### src/rtl/sha_pkg.sv
// ---------------------------------------------------------------------------
// sha_pkg
//   Shared definitions for the nonce selection block:
//     - scan FSM state encoding
//     - default number of hash words scanned per run
//     - result-record layout written back to memory
//     - best-candidate record and the packing helper for the nonce word
// ---------------------------------------------------------------------------
package sha_pkg;

    // Number of consecutive hash words examined per scan unless overridden.
    localparam int unsigned NUM_NONCES_DEFAULT = 16;

    // Result record, relative to result_addr:
    //   word 0 : best (minimum) hash
    //   word 1 : {found, best_nonce[30:0]}
    localparam logic [15:0] RESULT_HASH_WORD  = 16'd0;
    localparam logic [15:0] RESULT_NONCE_WORD = 16'd1;

    // Starting value of the running minimum; any real hash ties or beats it.
    localparam logic [31:0] HASH_INIT = 32'hFFFF_FFFF;

    typedef enum logic [1:0] {
        IDLE        = 2'd0,
        READ        = 2'd1,
        WRITE_HASH  = 2'd2,
        WRITE_NONCE = 2'd3
    } state_e;

    typedef struct packed {
        logic [31:0] hash;
        logic [31:0] nonce;
    } best_t;

    // Second result word: found flag in bit 31, low 31 bits of the nonce.
    function automatic logic [31:0] pack_nonce_word(input logic        found,
                                                    input logic [31:0] nonce);
        return {found, nonce[30:0]};
    endfunction

endpackage

### src/rtl/hash_min_cmp.sv
// ---------------------------------------------------------------------------
// hash_min_cmp
//   Combinational compare of one incoming hash/nonce pair against the
//   running best and the difficulty target.
//
//   Ports
//     hash_i          incoming hash word (unsigned)
//     nonce_i         nonce the incoming hash belongs to
//     best_i          current best {hash, nonce}
//     target_i        difficulty threshold (unsigned)
//     best_o          updated best {hash, nonce}
//     below_target_o  incoming hash is strictly below target
// ---------------------------------------------------------------------------
module hash_min_cmp
    import sha_pkg::*;
(
    input  logic [31:0] hash_i,
    input  logic [31:0] nonce_i,
    input  best_t       best_i,
    input  logic [31:0] target_i,
    output best_t       best_o,
    output logic        below_target_o
);

    logic lower_hash;
    logic tie_lower_nonce;
    logic take_new;

    assign lower_hash      = (hash_i < best_i.hash);
    // Nonces normally arrive in ascending order so ties resolve to the
    // earlier one anyway; the explicit check keeps that true regardless.
    assign tie_lower_nonce = (hash_i == best_i.hash) && (nonce_i < best_i.nonce);
    assign take_new        = lower_hash || tie_lower_nonce;

    always_comb begin
        best_o = best_i;
        if (take_new) begin
            best_o.hash  = hash_i;
            best_o.nonce = nonce_i;
        end
    end

    assign below_target_o = (hash_i < target_i);

endmodule

### src/rtl/nonce_select.sv
// ---------------------------------------------------------------------------
// nonce_select
//   Scans NUM_NONCES consecutive hash words from a synchronous memory,
//   tracks the minimum hash and whether any hash fell below the target,
//   then writes a two-word result record back to memory.
//
//   Pipeline: a read is issued in READ, its data returns on the next cycle
//   and is registered, and the compare happens the cycle after that. The
//   scan therefore takes NUM_NONCES + 4 cycles from start to done.
//
//   Ports
//     clk             clock, all state changes on rising edge
//     reset           asynchronous active-high reset
//     start           begin a scan (sampled only in IDLE)
//     hash_addr       word address of the hash for nonce 0
//     result_addr     word address of the result record
//     target          difficulty threshold, unsigned
//     done            high while idle
//     found           a hash strictly below target was seen in the last scan
//     best_nonce      index of the minimum hash
//     best_hash       minimum hash value
//     mem_clk         memory clock (same as clk)
//     mem_we          memory write enable
//     mem_addr        memory word address
//     mem_write_data  memory write data
//     mem_read_data   memory read data (word addressed on the previous cycle)
// ---------------------------------------------------------------------------
module nonce_select
    import sha_pkg::*;
#(
    parameter int unsigned NUM_NONCES = NUM_NONCES_DEFAULT
) (
    input  logic        clk,
    input  logic        reset,
    input  logic        start,
    input  logic [15:0] hash_addr,
    input  logic [15:0] result_addr,
    input  logic [31:0] target,
    output logic        done,
    output logic        found,
    output logic [31:0] best_nonce,
    output logic [31:0] best_hash,
    output logic        mem_clk,
    output logic        mem_we,
    output logic [15:0] mem_addr,
    output logic [31:0] mem_write_data,
    input  logic [31:0] mem_read_data
);

    localparam logic [31:0] NUM_W = 32'(NUM_NONCES);

    state_e      state_q,       state_d;
    logic [15:0] hash_addr_q,   hash_addr_d;
    logic [15:0] result_addr_q, result_addr_d;
    logic [31:0] target_q,      target_d;
    logic [31:0] offset_q,      offset_d;

    // Read issued last cycle; its data is on mem_read_data this cycle.
    logic        rd_pend_q,     rd_pend_d;
    logic [31:0] rd_nonce_q,    rd_nonce_d;

    // Registered returned word awaiting compare.
    logic        cap_valid_q,   cap_valid_d;
    logic [31:0] cap_hash_q,    cap_hash_d;
    logic [31:0] cap_nonce_q,   cap_nonce_d;

    logic        found_q,       found_d;
    best_t       best_q,        best_d;

    best_t       cmp_best;
    logic        cmp_below;
    logic        issue;

    hash_min_cmp u_cmp (
        .hash_i         (cap_hash_q),
        .nonce_i        (cap_nonce_q),
        .best_i         (best_q),
        .target_i       (target_q),
        .best_o         (cmp_best),
        .below_target_o (cmp_below)
    );

    assign issue = (state_q == READ) && (offset_q != NUM_W);

    always_comb begin
        state_d       = state_q;
        hash_addr_d   = hash_addr_q;
        result_addr_d = result_addr_q;
        target_d      = target_q;
        offset_d      = offset_q;
        rd_pend_d     = issue;
        rd_nonce_d    = issue ? offset_q : rd_nonce_q;
        cap_valid_d   = rd_pend_q;
        cap_hash_d    = rd_pend_q ? mem_read_data : cap_hash_q;
        cap_nonce_d   = rd_pend_q ? rd_nonce_q    : cap_nonce_q;
        found_d       = found_q;
        best_d        = best_q;

        if (cap_valid_q) begin
            best_d = cmp_best;
            if (cmp_below) begin
                found_d = 1'b1;
            end
        end

        case (state_q)
            IDLE: begin
                if (start) begin
                    hash_addr_d   = hash_addr;
                    result_addr_d = result_addr;
                    target_d      = target;
                    offset_d      = '0;
                    rd_pend_d     = 1'b0;
                    cap_valid_d   = 1'b0;
                    found_d       = 1'b0;
                    best_d        = '{hash: HASH_INIT, nonce: '0};
                    state_d       = READ;
                end
            end
            READ: begin
                if (issue) begin
                    offset_d = offset_q + 32'd1;
                end else if (!rd_pend_q) begin
                    // Last word is registered now and compares this cycle,
                    // so best is final by the time WRITE_HASH drives it.
                    state_d = WRITE_HASH;
                end
            end
            WRITE_HASH:  state_d = WRITE_NONCE;
            WRITE_NONCE: state_d = IDLE;
            default:     state_d = IDLE;
        endcase
    end

    always_ff @(posedge clk or posedge reset) begin
        if (reset) begin
            state_q       <= IDLE;
            hash_addr_q   <= '0;
            result_addr_q <= '0;
            target_q      <= '0;
            offset_q      <= '0;
            rd_pend_q     <= 1'b0;
            rd_nonce_q    <= '0;
            cap_valid_q   <= 1'b0;
            cap_hash_q    <= '0;
            cap_nonce_q   <= '0;
            found_q       <= 1'b0;
            best_q        <= '{hash: HASH_INIT, nonce: '0};
        end else begin
            state_q       <= state_d;
            hash_addr_q   <= hash_addr_d;
            result_addr_q <= result_addr_d;
            target_q      <= target_d;
            offset_q      <= offset_d;
            rd_pend_q     <= rd_pend_d;
            rd_nonce_q    <= rd_nonce_d;
            cap_valid_q   <= cap_valid_d;
            cap_hash_q    <= cap_hash_d;
            cap_nonce_q   <= cap_nonce_d;
            found_q       <= found_d;
            best_q        <= best_d;
        end
    end

    // Memory port is decoded from state alone so an asynchronous reset
    // drops mem_we immediately, cutting off any result write in flight.
    always_comb begin
        mem_we         = 1'b0;
        mem_addr       = '0;
        mem_write_data = '0;
        case (state_q)
            READ: begin
                mem_addr = hash_addr_q + offset_q[15:0];
            end
            WRITE_HASH: begin
                mem_we         = 1'b1;
                mem_addr       = result_addr_q + RESULT_HASH_WORD;
                mem_write_data = best_q.hash;
            end
            WRITE_NONCE: begin
                mem_we         = 1'b1;
                mem_addr       = result_addr_q + RESULT_NONCE_WORD;
                mem_write_data = pack_nonce_word(found_q, best_q.nonce);
            end
            default: ;
        endcase
    end

    assign mem_clk    = clk;
    assign done       = (state_q == IDLE);
    assign found      = found_q;
    assign best_nonce = best_q.nonce;
    assign best_hash  = best_q.hash;

endmodule

### config.mk
export PLATFORM = sky130hd
export DESIGN_NAME = nonce_select
export DESIGN_NICKNAME = d
export VERILOG_FILES = /design/src/rtl/sha_pkg.sv /design/src/rtl/hash_min_cmp.sv /design/src/rtl/nonce_select.sv
export SDC_FILE = /design/constraint.sdc
export NUM_CORES = 1
export LEC_CHECK = 0
export CAP_MARGIN = 0
export CORE_ASPECT_RATIO = 1.5
export CORE_UTILIZATION = 50
export CTS_CLUSTER_DIAMETER = 30
export CTS_CLUSTER_SIZE = 16
export DETAILED_ROUTE_END_ITERATION = 8
export PLACE_DENSITY = 0.81
export SETUP_SLACK_MARGIN = 0.1
export SYNTH_ARGS = -nofsm -noshare
export SYNTH_HDL_FRONTEND = slang
export SYNTH_SLANG_ARGS = --single-unit
export TNS_END_PERCENT = 5
### constraint.sdc
create_clock -name clk -period 8.8 [get_ports clk]
set_clock_uncertainty 0.15 [all_clocks]
set_input_delay 1.32 -clock clk [delete_from_list [all_inputs] [get_ports clk]]
set_output_delay 1.32 -clock clk [all_outputs]
set_load 0.02 [all_outputs]
# Word level (Yosys, flattened, before mapping)

Cells that the tools add are included.

Register bits: 261
Bits in latches: 0
Memory bits (writable): 0
Memory bits (read-only): 0
Input port bits: 99
Output and inout bits: 116
Memories: 0

$add $sub $neg: 3
Multiply operators: 0
Div/mod/pow operators: 0
Magnitude comparators: 3
Equality and inequality tests: 9
Shifts and indexed selects: 0
Mux-type cells: 22
Bitwise operators: 0
Reduce and logical (&&, ||, !) cells: 9

Operators by type and width:

| operator                                             | number |
|---|---|
| 2-to-1 mux 64 bit                                    | 4 |
| one-hot mux 32 bit (2 select lines)                  | 2 |
| less-than comparator 32 bit                          | 3 |
| 2-to-1 mux 32 bit                                    | 2 |
| one-hot mux 16 bit (3 select lines)                  | 1 |
| adder 32 x 1 -> 32 bit (second input constant)       | 1 |
| equality test 32 bit                                 | 1 |
| != test 32 x 5 -> 1 bit (second input constant)      | 1 |
| adder 16 x 1 -> 16 bit (second input constant)       | 1 |
| adder 16 bit                                         | 1 |
| 2-to-1 mux 1 bit                                     | 9 |
| != test 2 bit (second input constant)                | 4 |
| one-hot mux 2 bit (4 select lines)                   | 1 |
| 2-to-1 mux 2 bit                                     | 3 |
| AND reduction 3 bit                                  | 2 |
| equality test 2 bit (second input constant)          | 2 |
| equality test 2 x 1 -> 1 bit (second input constant) | 1 |
| logical AND 1 bit                                    | 2 |
| zero test 2 bit                                      | 1 |
| AND reduction 2 bit                                  | 1 |
| nonzero test 2 bit                                   | 1 |
| OR reduction 2 bit                                   | 1 |
| logical OR 1 bit                                     | 1 |

# Depth between registers and ports, before layout

Gate-level depths: netlist of run 1.

Word-level depth: 7
Mapped depth: 11
Mapped depth without buffers: 9

# Cells and area by module

From an unflattened synthesis of run 1, not the netlist that was laid out.

Cell total of the unflattened synthesis: 1546
Area, all modules: 15528.6 µm²

Modules (own cells, without submodules):

| module       | times used | cells an instance | area each (µm²) | sequential area each (µm²) |
|---|---|---|---|---|
| nonce_select | 1          | 1148              | 12099.1         | 6571.3 |
| hash_min_cmp | 1          | 398               | 3429.5          | 0.0 |

==> run summary, run 1 <==
The share of synthesized area in the top cell type comes to 0.396. The finished cells cover between 0.015 and 0.02 mm^2. The sum of overflow across all layers after global routing is 0. The source-to-sink clock delay at the later pin of the worst-skew pair is about 0.65 ns. The via count is roughly 12000.

The horizontal die dimension came out at 141 um. The average instance in the mapped netlist occupies a little under 10 um^2. The worst setup slack after placement came out at roughly 2.4 ns. After clock tree synthesis, the clock-pin slew on the worst setup and hold paths is about 0.050 ns. The worst register-to-register path has a setup slack of around 4.8 ns. In this run, distinct cell masters in the synthesized netlist total 58. The type of element launching the critical path is a clock port. The number of max-capacitance violations reported is 0. Setup repair after global routing left no endpoint under its margin. The number of remaining DRC errors came out at 0.

Counting flops and latches in the post-synthesis netlist gives between 200 and 300. The routed wire length came out at 36.8 mm. The area of the die came out at approximately 0.030 mm^2. For this design the static power due to leakage is between 8 and 9 nW. The slowest stage of the critical path is the clkdlybuf4s50_1 cell.

STA classifies the critical path endpoint as a primary output. After the first detailed-routing iteration, the DRC count stood at about 800. The number of routed nets with antenna violations is 0. The count of final hold-check violations was 0. The count of boundary I/O pins is roughly 220. The detail-routed net length per standard cell came out at approximately 18 um. The post-CTS setup buffer count came out at 0. The worst setup path is of the clock port to primary output kind. The beginning of the worst hold path is hash_addr_q[9]. The synthesized cell area came out at 0.0145 mm^2. The number of enable-type register cells in the synthesized netlist is 0.

The final weighted congestion in routability-driven placement came out at 0.876. Leaving out fill and tap cells, the most frequent cells in the layout are nand2_1, dfrtp_1, clkdlybuf4s50_1. The first global-routing pass estimated 60.5 mm of wire.

The number of antenna violations at the first check in global routing is 0. By area the synthesized netlist is led by dfrtp_1, ha_1, mux2_2. The critical path starts at clk. The total track usage came out at 0.259. The clock tree from TritonCTS is built.

The tightest min-delay check is of the flop to flop type. For this configuration, the core starts out at a cell density of 0.512. Data arrives at the worst endpoint at 5.17 ns.

In the synthesized netlist the async set-or-reset flop fraction comes to 1.00. The number of buffers added on ports came out at between 200 and 250. The beginning of the worst register-to-register path is best_hash[15]. Of the synthesized area, sequential elements account for 0.454. Hold repair after CTS inserted 0 buffers.

The power per cell area is ~230 mW/mm^2. The number of nets produced by synthesis came out at 1700. The area growth from synthesis to layout is 27.7%. The required time at the worst-slack endpoint is about 7.3 ns. The post-layout worst setup margin is approximately 2.2 ns. The cell type with the highest aggregate area in the netlist is dfrtp_1. The maximum single-stage delay on the critical path came out at between 0.5 and 0.6 ns.

At the pin with the least slew margin, the transition time is approximately 1.1 ns. The number of standard-cell rows in the floorplan came out at 75. Walking the worst path, the cells encountered are clkbuf_16 > clkbuf_16 > clkdlybuf4s50_1. The setup TNS came out at 0 ns. The count of mapped cells out of synthesis is about 1500. In this design, the critical path's most frequently occurring cell is clkbuf_16. The final-report max-slew violation count is 0. The critical-path maximum fanout is 2. The placed wire-length estimate after detailed placement came out at ~25 mm.

The net count of the finished layout is around 1900. The instance area at placement is about 0.017 mm^2. In the synthesized netlist the dominant register cell turns out to be dfrtp_1.

Dividing the detail-routed via count by the number of cells gives 5.54. In the final layout, the share of cells above drive strength 1 is 0.131. The number of global-route vias before repair came out at around 12000.

The post-route worst hold slack is 0.329 ns. The total of warnings raised by yosys is 0. The pin count of the biggest net entering global routing is 132.

The number of gates given a new drive strength after cts is 0. The total area inside the core boundary comes to between 0.02 and 0.03 mm^2. The repair_antennas step left the layout with diodes totalling 0.

The worst voltage drop across the vdd grid came out at roughly 150 uV. The run finished with clean final reports. The most common library cell in the layout ignoring fill and taps is nand2_1. Headroom to the max-slew limit came out at 0.241.

The first detailed-routing pass ran for 6 iterations. The setup violation total in the final timing report came out at 0. The height of the chip came out at 210 um.
-- cells by family after synthesis --
| kind of cell | synth area share |
|---|---|
| and+or+nand+nor | 0.148 |
| muxes | 0.116 |
| DFF | 0.454 |
| xor gates and xnor gates | 0.0248 |
| buffers and inverters | 0.0480 |
| AOI/OAI and AO/OA | 0.107 |
| adders and majority gates | 0.102 |
-- area by class of cell --
class                      count  area (um^2)
timing repair buffer         222         2210
fill                        2109         9770
tap                          385          482
multi-input combinational   1045         7230
inverter                     110          420
clock buffer                  51         1210
clock inverter                29          350
sequential                   261         6570
-- final timing paths --
path	to	cells past startpoint
max reg2reg	best_nonce[26]	10
min reg2reg	hash_addr_q[9]	2
min in group asynchronous	result_addr_q[3]	2
max	mem_clk	3
max in group asynchronous	best_nonce[20]	3
min	hash_addr_q[9]	2
-- synth_stat cells, types with 32 or more instances --
master / count
a21oi_1: 55
a22o_1: 34
clkbuf_1: 50
dfrtp_1: 229
dfstp_2: 32
ha_1: 116
inv_1: 110
mux2_2: 91
mux2i_1: 65
nand2_1: 253
nor2_1: 119
o21ai_0: 79
-- worst max-delay path, delay by kind of cell --
family | cells | cell delay [ns]
buf+inv | 3 | 0.77
-- metrics by stage --
stage                     power, mW  std cells   util
after floorplan                2.04       1484      -
after global placement         2.40       2024  0.599
after detailed placement       2.43       2024  0.599
after CTS                      4.22       2103  0.654
after global routing           4.36       2103  0.654
final                          4.19       2103  0.654
-- where the power goes --
group,switching (mW),leakage (nW),internal [mW],total (mW)
registers,0.134,3.17,1.36,1.49
clock network,0.625,0.745,1.17,1.79
logic,0.475,4.84,0.429,0.904
-- flip-flops by register name (all words and copies together), names as in the netlist, 32 cells and up --
register,count
offset_q,32
cap_hash_q,32
best_nonce,32
rd_nonce_q,32
cap_nonce_q,32
best_hash,32
target_q,32
-- per-layer routing --
| metal | vias up | GRT usage | wire length [um] |
|---|---|---|---|
| met3 | 110 | 0.0375 | 1540 |
| met1 | 5661 | 0.292 | 14400 |
| met5 | - | 0 | 0 |
| met4 | 0 | 0.142 | 1760 |
| li1 | 5559 | - | - |
| met2 | 325 | 0.467 | 19100 |
No activity file was read; power rests on OpenSTA's default activity.
==> run 2, diff against run 1 <==
CORE_UTILIZATION = 55   (was 50)
PLACE_DENSITY = 0.85   (was 0.81)
clock period = 6.42 ns   (was 8.8 ns; I/O delays follow)
==> run 2 against run 1 <==
  * First-iteration DRC count is 5.6% higher
  * Non-clock buffer count grew 1
  * Critical endpoint unchanged
  * Routed wire length increased by 1.0%
==> run summary, run 2 (synthesis gave the netlist of run 1 again) <==
The number of max-capacitance violations reported came out at 0 (unchanged). The library cell used most frequently in the layout, excluding fill and tap cells, is nand2_1. The setup violation total in the final timing report is 0 (unchanged). The post-route worst hold slack came out at 0.329 ns (-0.000325 ns).

The flow ran to the end, and the final reports show no timing, DRC or antenna violations. The number of global-route vias before repair was 12200 (+0.40%). The detailed router used layers up to and including met4. The critical path is of the clock port to primary output type. The required time at the worst-slack endpoint is 5.31 ns (-2.02 ns). The initial cell density of the core is 0.560 (+0.0474). The met2 layer wire length in the routed design came to 19.7 mm (+3.1%).

The source-to-sink clock delay at the later pin of the worst-skew pair is 0.65 ns (about the same). The area of the die is 0.0270 mm^2 (-9.0%). The number of remaining DRC errors came out at 0 (unchanged). The height of the chip was 201 um (-4.6%). The count of final hold-check violations is 0 (unchanged). The leakage power of the design is 8.76 nW (about the same).

The post-CTS setup buffer count is 0 (unchanged). The maximum single-stage delay on the critical path is 0.52 ns (about the same). The horizontal die dimension was 134 um (-4.6%).

The number of buffers added on ports is 214 (unchanged). The cell repeated most along the worst path is clkbuf_16. Walking the worst path, the cells encountered are clkbuf_16 > clkbuf_16 > clkdlybuf4s50_1. The total non-filler cell area in the finished layout came out at 0.0184 mm^2 (-0.56%). Setup repair after global routing left no endpoint under its margin.

The via count is 11900 (+1.7%). The final-report max-slew violation count is 0 (unchanged). The total track usage came out at 0.287 (+0.0285). The count of routing violations after the opening detailed-route iteration is 865 (+5.6%). The number of nets in the finished design is 1900 (-0.053%). The count of boundary I/O pins was 215 (unchanged). The number of standard-cell rows in the floorplan was 72 (-4.0%). The final weighted congestion in routability-driven placement is 0.890 (+1.6%). The pin count of the biggest net entering global routing came out at 141 (+6.8%). The number of antenna diodes is 0 (unchanged).

The number of antenna violations at the first check in global routing came to 0 (unchanged). The first-pass iteration count of the detailed router came out at 8 (+2). The routed wire length came to 37.2 mm (+1.0%).

The clock tree from TritonCTS is built. The clock-pin transition on the worst setup and hold timing paths is 0.05 ns (about the same). The sum of overflow across all layers after global routing is 0 (unchanged). The instance area at placement is 0.0169 mm^2 (-0.29%). The area growth from synthesis to layout came out at 27.0%. The number of routed nets with antenna violations is 0 (unchanged). The floorplan core area was 0.0259 mm^2 (-8.5%). The cts-stage hold buffer count was 0 (unchanged). The power per cell area came out at 310 mW/mm^2 (+37%). The placed wire-length estimate after detailed placement is 25.7 mm (+0.97%).

The endpoint kind of the worst setup timing path is a primary output. The detail-routed net length per standard cell came out at 18.2 um (+3.8%). The signal arrival time at the worst endpoint is 3.98 ns (-1.19 ns).

The worst voltage drop across the vdd grid is 266 uV (+77%). The worst setup path is launched from a clock port. In this design, the largest share of critical-path delay is due to buffers and inverters. The fraction of final layout cells with drive strength greater than 1 is 0.127 (-0.00378). The pin slew with the least headroom to its limit came out at 1.16 ns (+0.0228 ns). The routed via count divided by cell count was 5.79 (+4.5%).

The worst slew margin relative to its limit is 0.225 (-0.0152). In the layout the commonest cells are nand2_1, dfrtp_1, clkdlybuf4s50_1. For this design, the slowest cell found on the critical path is clkdlybuf4s50_1.

The total of fill cells in the finished design came to 1744 (-17%). The count of buffering cells on the critical path with inverters included came out at 3 (unchanged). The global-route wire length before repair came to 61.4 mm (+1.6%). The tightest min-delay check is of the flop to flop type.

The critical-path maximum fanout is 2 (unchanged). The utilization after layout came to 0.711 (+0.0565). The routed metal-1 wire length came out at 14.2 mm (-1.7%). The number of gates given a new drive strength after cts is 0 (unchanged). The setup TNS came out at 0 ns (unchanged).

The amount of wire on met3 after detailed routing is 1.65 mm (+7.6%).
## run 2: cell types whose count changed in the layout (fill, tap and decap cells not counted)
cell        previous run  this run
clkinvlp_4             8         2
clkbuf_1               1         4
clkinv_2               7         4
clkbuf_16             46        44
buf_12                 1         2
clkbuf_8               3         4
clkinv_4               2         1
clkinv_8               0         1
inv_6                  4         5
inv_8                  3         4
## run 2: worst paths after layout
kind / start / endpoint / slack, ns / cells after the start
max reg2reg: best_hash[15] / best_nonce[18] / 2.90 / 10
min reg2reg: target_q[0] / target_q[0] / 0.33 / 2
max: clk / mem_clk / 1.33 / 3
min in group asynchronous: reset / result_addr_q[2] / 0.62 / 2
min: target_q[0] / target_q[0] / 0.33 / 2
max in group asynchronous: reset / cap_nonce_q[21] / 4.32 / 3
## run 2: worst reg2reg max path, delay by kind of cell, from the launching register on
kind / cells / cell delay, ns
AOI/OAI and AO/OA: 4 / 0.74
buffers and inverters: 2 / 0.61
DFF: 1 / 0.56
and+or+nand+nor: 2 / 0.75
muxes: 1 / 0.30
adders and majority gates: 1 / 0.31
## run 2: layout make-up
class                   count  area, um^2  share of cell area
well taps                 333         417              0.0227
multi-input cells        1045        7230               0.394
clock inverters            22         322              0.0175
clock buffers              53        1180              0.0643
repair buffers            223        2230               0.122
flip-flops and latches    261        6570               0.358
inverters                 110         417              0.0227
## run 2: routing by layer
| metal | vias to the layer above | track usage |
|---|---|---|
| met1 | 5797 | 0.325 |
| met2 | 392 | 0.518 |
| met5 | - | 0 |
| met4 | 0 | 0.150 |
| li1 | 5550 | - |
| met3 | 116 | 0.0391 |
## run 2: power breakdown
| group | leakage, nW | total (mW) | internal, mW | switching, mW |
|---|---|---|---|---|
| combinational | 4.84 | 1.25 | 0.591 | 0.657 |
| sequential | 3.17 | 2.04 | 1.86 | 0.187 |
| clock | 0.738 | 2.40 | 1.57 | 0.833 |
## run 2: metrics by stage
| stage | setup slack, ns | cells | total power, mW |
|---|---|---|---|
| global route | 1.32 | 2047 | 5.92 |
| global placement | 1.59 | 1973 | 3.28 |
| finish | 1.33 | 2047 | 5.69 |
| CTS | 1.32 | 2047 | 5.73 |
| floorplan | 1.89 | 1484 | 2.80 |
| detailed placement | 1.59 | 1973 | 3.33 |
==> run 3, diff against run 2 <==
clock period = 5 ns   (was 6.42 ns; I/O delays follow)
==> run 3 against run 2 <==
  * Core utilization rose by 0.23 points
  * Hold slack better by 0.00061 ns
  * Sequential power rose by 29%
  * Register-to-register slack got worse by 1.8 ns
  * First-iteration DRC count down 17%
  * Count of clock-buffer cells in the layout unchanged
  * Clock power is 28% higher
  * Critical path depth rose by 6
  * Die area unchanged
  * Final area rose by 0.33%
  * Sequential cell count did not move
==> run summary, run 3 (synthesis gave the netlist of run 1 again) <==
The final weighted congestion in routability-driven placement is 0.898 (+0.89%). The routed via count divided by cell count is 5.84 (+0.92%). The height of the chip is 201 um (unchanged). The clock-pin transition on the worst setup and hold timing paths was 0.06 ns (about the same). The number of remaining DRC errors came out at 0 (unchanged).

The signal arrival time at the worst endpoint was 3.70 ns (-0.28 ns). The clock power share is 0.420 (about the same). The area growth from synthesis to layout is 27.4%. The critical path in this run is classified as flop to primary output. The required time at the worst-slack endpoint came out at 4.10 ns (-1.21 ns). The worst path needs 4.60 ns of the cycle, external delays included. The beginning of the worst register-to-register path is best_hash[15]. The number of gates given a new drive strength after cts came out at 0 (unchanged). The flow ran to the end, and the final reports show no timing, DRC or antenna violations. Leaving out fill and tap cells, the most frequent cell in the layout is nand2_1. The count of final hold-check violations came to 0 (unchanged).

The post-CTS setup buffer count is 0 (unchanged). The routed wire length is 38.5 mm (+3.5%). The share of the cycle needed by the critical path after routing is 0.921. The cts-stage hold buffer count came out at 0 (unchanged). The horizontal die dimension is 134 um (unchanged). The total placed cells including tap cells is 1977 (+0.20%). The number of antenna violations at the first check in global routing is 0 (unchanged). The proportion of power drawn by combinational gates is 0.222 (+0.003). The fraction of final layout cells with drive strength greater than 1 is 0.132 (+0.00456).

The worst slew margin relative to its limit was 0.399 (+0.173). The part of the power in registers came to 0.358 (about the same). The most critical setup path has its startpoint at offset_q[1].

The pin count of the biggest net entering global routing came out at 121 (-14%). The share of total power consumed by net switching came out at 0.313 (+0.0183). The number of standard-cell rows in the floorplan came out at 72 (unchanged).

The total non-filler cell area in the finished layout is 0.0184 mm^2 (+0.33%). The number of routed nets with antenna violations came out at 0 (unchanged). The sum of overflow across all layers after global routing came out at 0 (unchanged). The number of buffers added on ports came out at 214 (unchanged). The worst setup path is captured at a primary output. The setup violation total in the final timing report came out at 0 (unchanged). The switching power is 2.30 mW (+37%).

STA classifies the critical path startpoint as a flop. The library cells used most frequently in the layout, excluding fill and tap cells, are nand2_1, dfrtp_1, clkdlybuf4s50_1. The leakage power of the design came out at 8.78 nW (+0.32%). The non-filler instance count after layout is 2056 (+0.44%). The upper clock frequency limit is approximately 220 MHz. The critical path ends at mem_addr[15]. The sequential cell area in the final layout came to 0.00657 mm^2 (unchanged). The setup TNS came to 0 ns (unchanged). The count of boundary I/O pins came out at 215 (unchanged). The placed wire-length estimate after detailed placement is 26.3 mm (+2.0%). The number of global-route vias before repair is 12500 (+2.4%). The cell depth of the worst flop-to-flop path was 10 (unchanged). The number of nets in the finished design is 1906 (+0.32%). The total of fill cells in the finished design was 1771 (+1.5%). The total track usage is 0.291 (+0.00395). The floorplan core area was 0.0259 mm^2 (unchanged). The global-route wire length before repair is 62.0 mm (+0.91%). The flop-to-flop setup slack came out at 1.13 ns (-1.77 ns). The internal portion of total power came to 5.05 mW (+26%). The detail-routed net length per standard cell was 18.7 um (+3.1%). Setup repair after global routing left no endpoint under its margin. The path type of the worst min-delay path is input port to asynchronous set/reset pin. The area of the die came out at 0.0270 mm^2 (unchanged). The first-pass iteration count of the detailed router is 7 (-1). The initial cell density of the core was 0.560 (unchanged). The via count is 12000 (+1.4%). The area of the multi-input gates is 0.00723 mm^2 (unchanged). The final-report max-slew violation count came out at 0 (unchanged). The pin slew with the least headroom to its limit came out at 0.902 ns (-0.260 ns). The endpoint of the lowest-slack register-to-register path is best_hash[1]. The number of max-capacitance violations reported is 0 (unchanged). The number of antenna diodes came out at 0 (unchanged). The count of routing violations after the opening detailed-route iteration was 721 (-17%). The source-to-sink clock delay at the later pin of the worst-skew pair is 0.66 ns (about the same).

TritonCTS built the clock tree. The instance area at placement is 0.0169 mm^2 (+0.18%). The power per cell area came out at 399 mW/mm^2 (+29%).

The critical-path maximum fanout is 7 (+5). The worst voltage drop across the vdd grid came out at 345 uV (+30%).
[run 3: cell count changes in the layout (fill, tap and decap cells not counted)]
cell        change
clkinvlp_4      +1
buf_4           +4
clkbuf_16       +2
bufinv_16       -4
clkinv_8        +5
inv_8           +2
clkinv_2        -2
inv_6           +4
clkinv_4        -1
clkbuf_8        -2
[run 3: layout make-up]
cell class,count,area share
Multi-Input combinational cell,1045,0.392
Tap cell,333,0.0226
Clock buffer,53,0.0653
Clock inverter,27,0.0179
Inverter,110,0.0226
Sequential cell,261,0.357
Timing Repair Buffer,227,0.123
[run 3: per-stage QoR]
stage	utilization	hold slack, ns	worst slack, ns	total power, mW
floorplan	-	0.290	0.685	3.59
detailed placement	0.654	0.317	1.09	4.30
finish	0.713	0.330	0.397	7.35
global placement	0.654	0.310	1.09	4.23
CTS	0.713	0.330	0.426	7.38
global route	0.713	0.356	0.123	7.62
[run 3: worst max-delay path: stages, from the launching register on]
cell and delay [ns]:
dfrtp_1 0.47, ha_1 0.33, a211oi_1 0.27, o21ai_0 0.14, a31oi_1 0.36, a211oi_1 0.18
a21oi_1 0.32, o21ai_0 0.14, a211o_1 0.31, clkdlybuf4s50_1 0.54
[run 3: how the worst min path moves through the flow]
stage                           endpoint            from  slack (ns)
after floorplan           rd_nonce_q[20]  rd_nonce_q[20]        0.29
after global placement    rd_nonce_q[13]  rd_nonce_q[13]        0.31
after detailed placement  rd_nonce_q[20]  rd_nonce_q[20]        0.32
after CTS                  cap_hash_q[5]           reset        0.33
after global routing       cap_hash_q[6]           reset        0.36
final                      cap_hash_q[5]           reset        0.33
[run 3: power by group through the flow]
| stage | Combinational [mW] | Clock, mW | Sequential [mW] |
|---|---|---|---|
| after floorplan | 0.808 | 0.0234 | 2.76 |
| after global placement | 1.55 | 0.0269 | 2.65 |
| after detailed placement | 1.62 | 0.0269 | 2.66 |
| after CTS | 1.64 | 3.12 | 2.62 |
| after global routing | 1.76 | 3.21 | 2.65 |
| final | 1.63 | 3.08 | 2.63 |
[run 3: layer usage]
metal	global-route usage	wire length, um	up-vias
li1	-	-	5549
met1	0.318	14300	5885
met2	0.526	20400	449
met3	0.0429	1760	134
met4	0.172	2010	0
met5	0	0	-
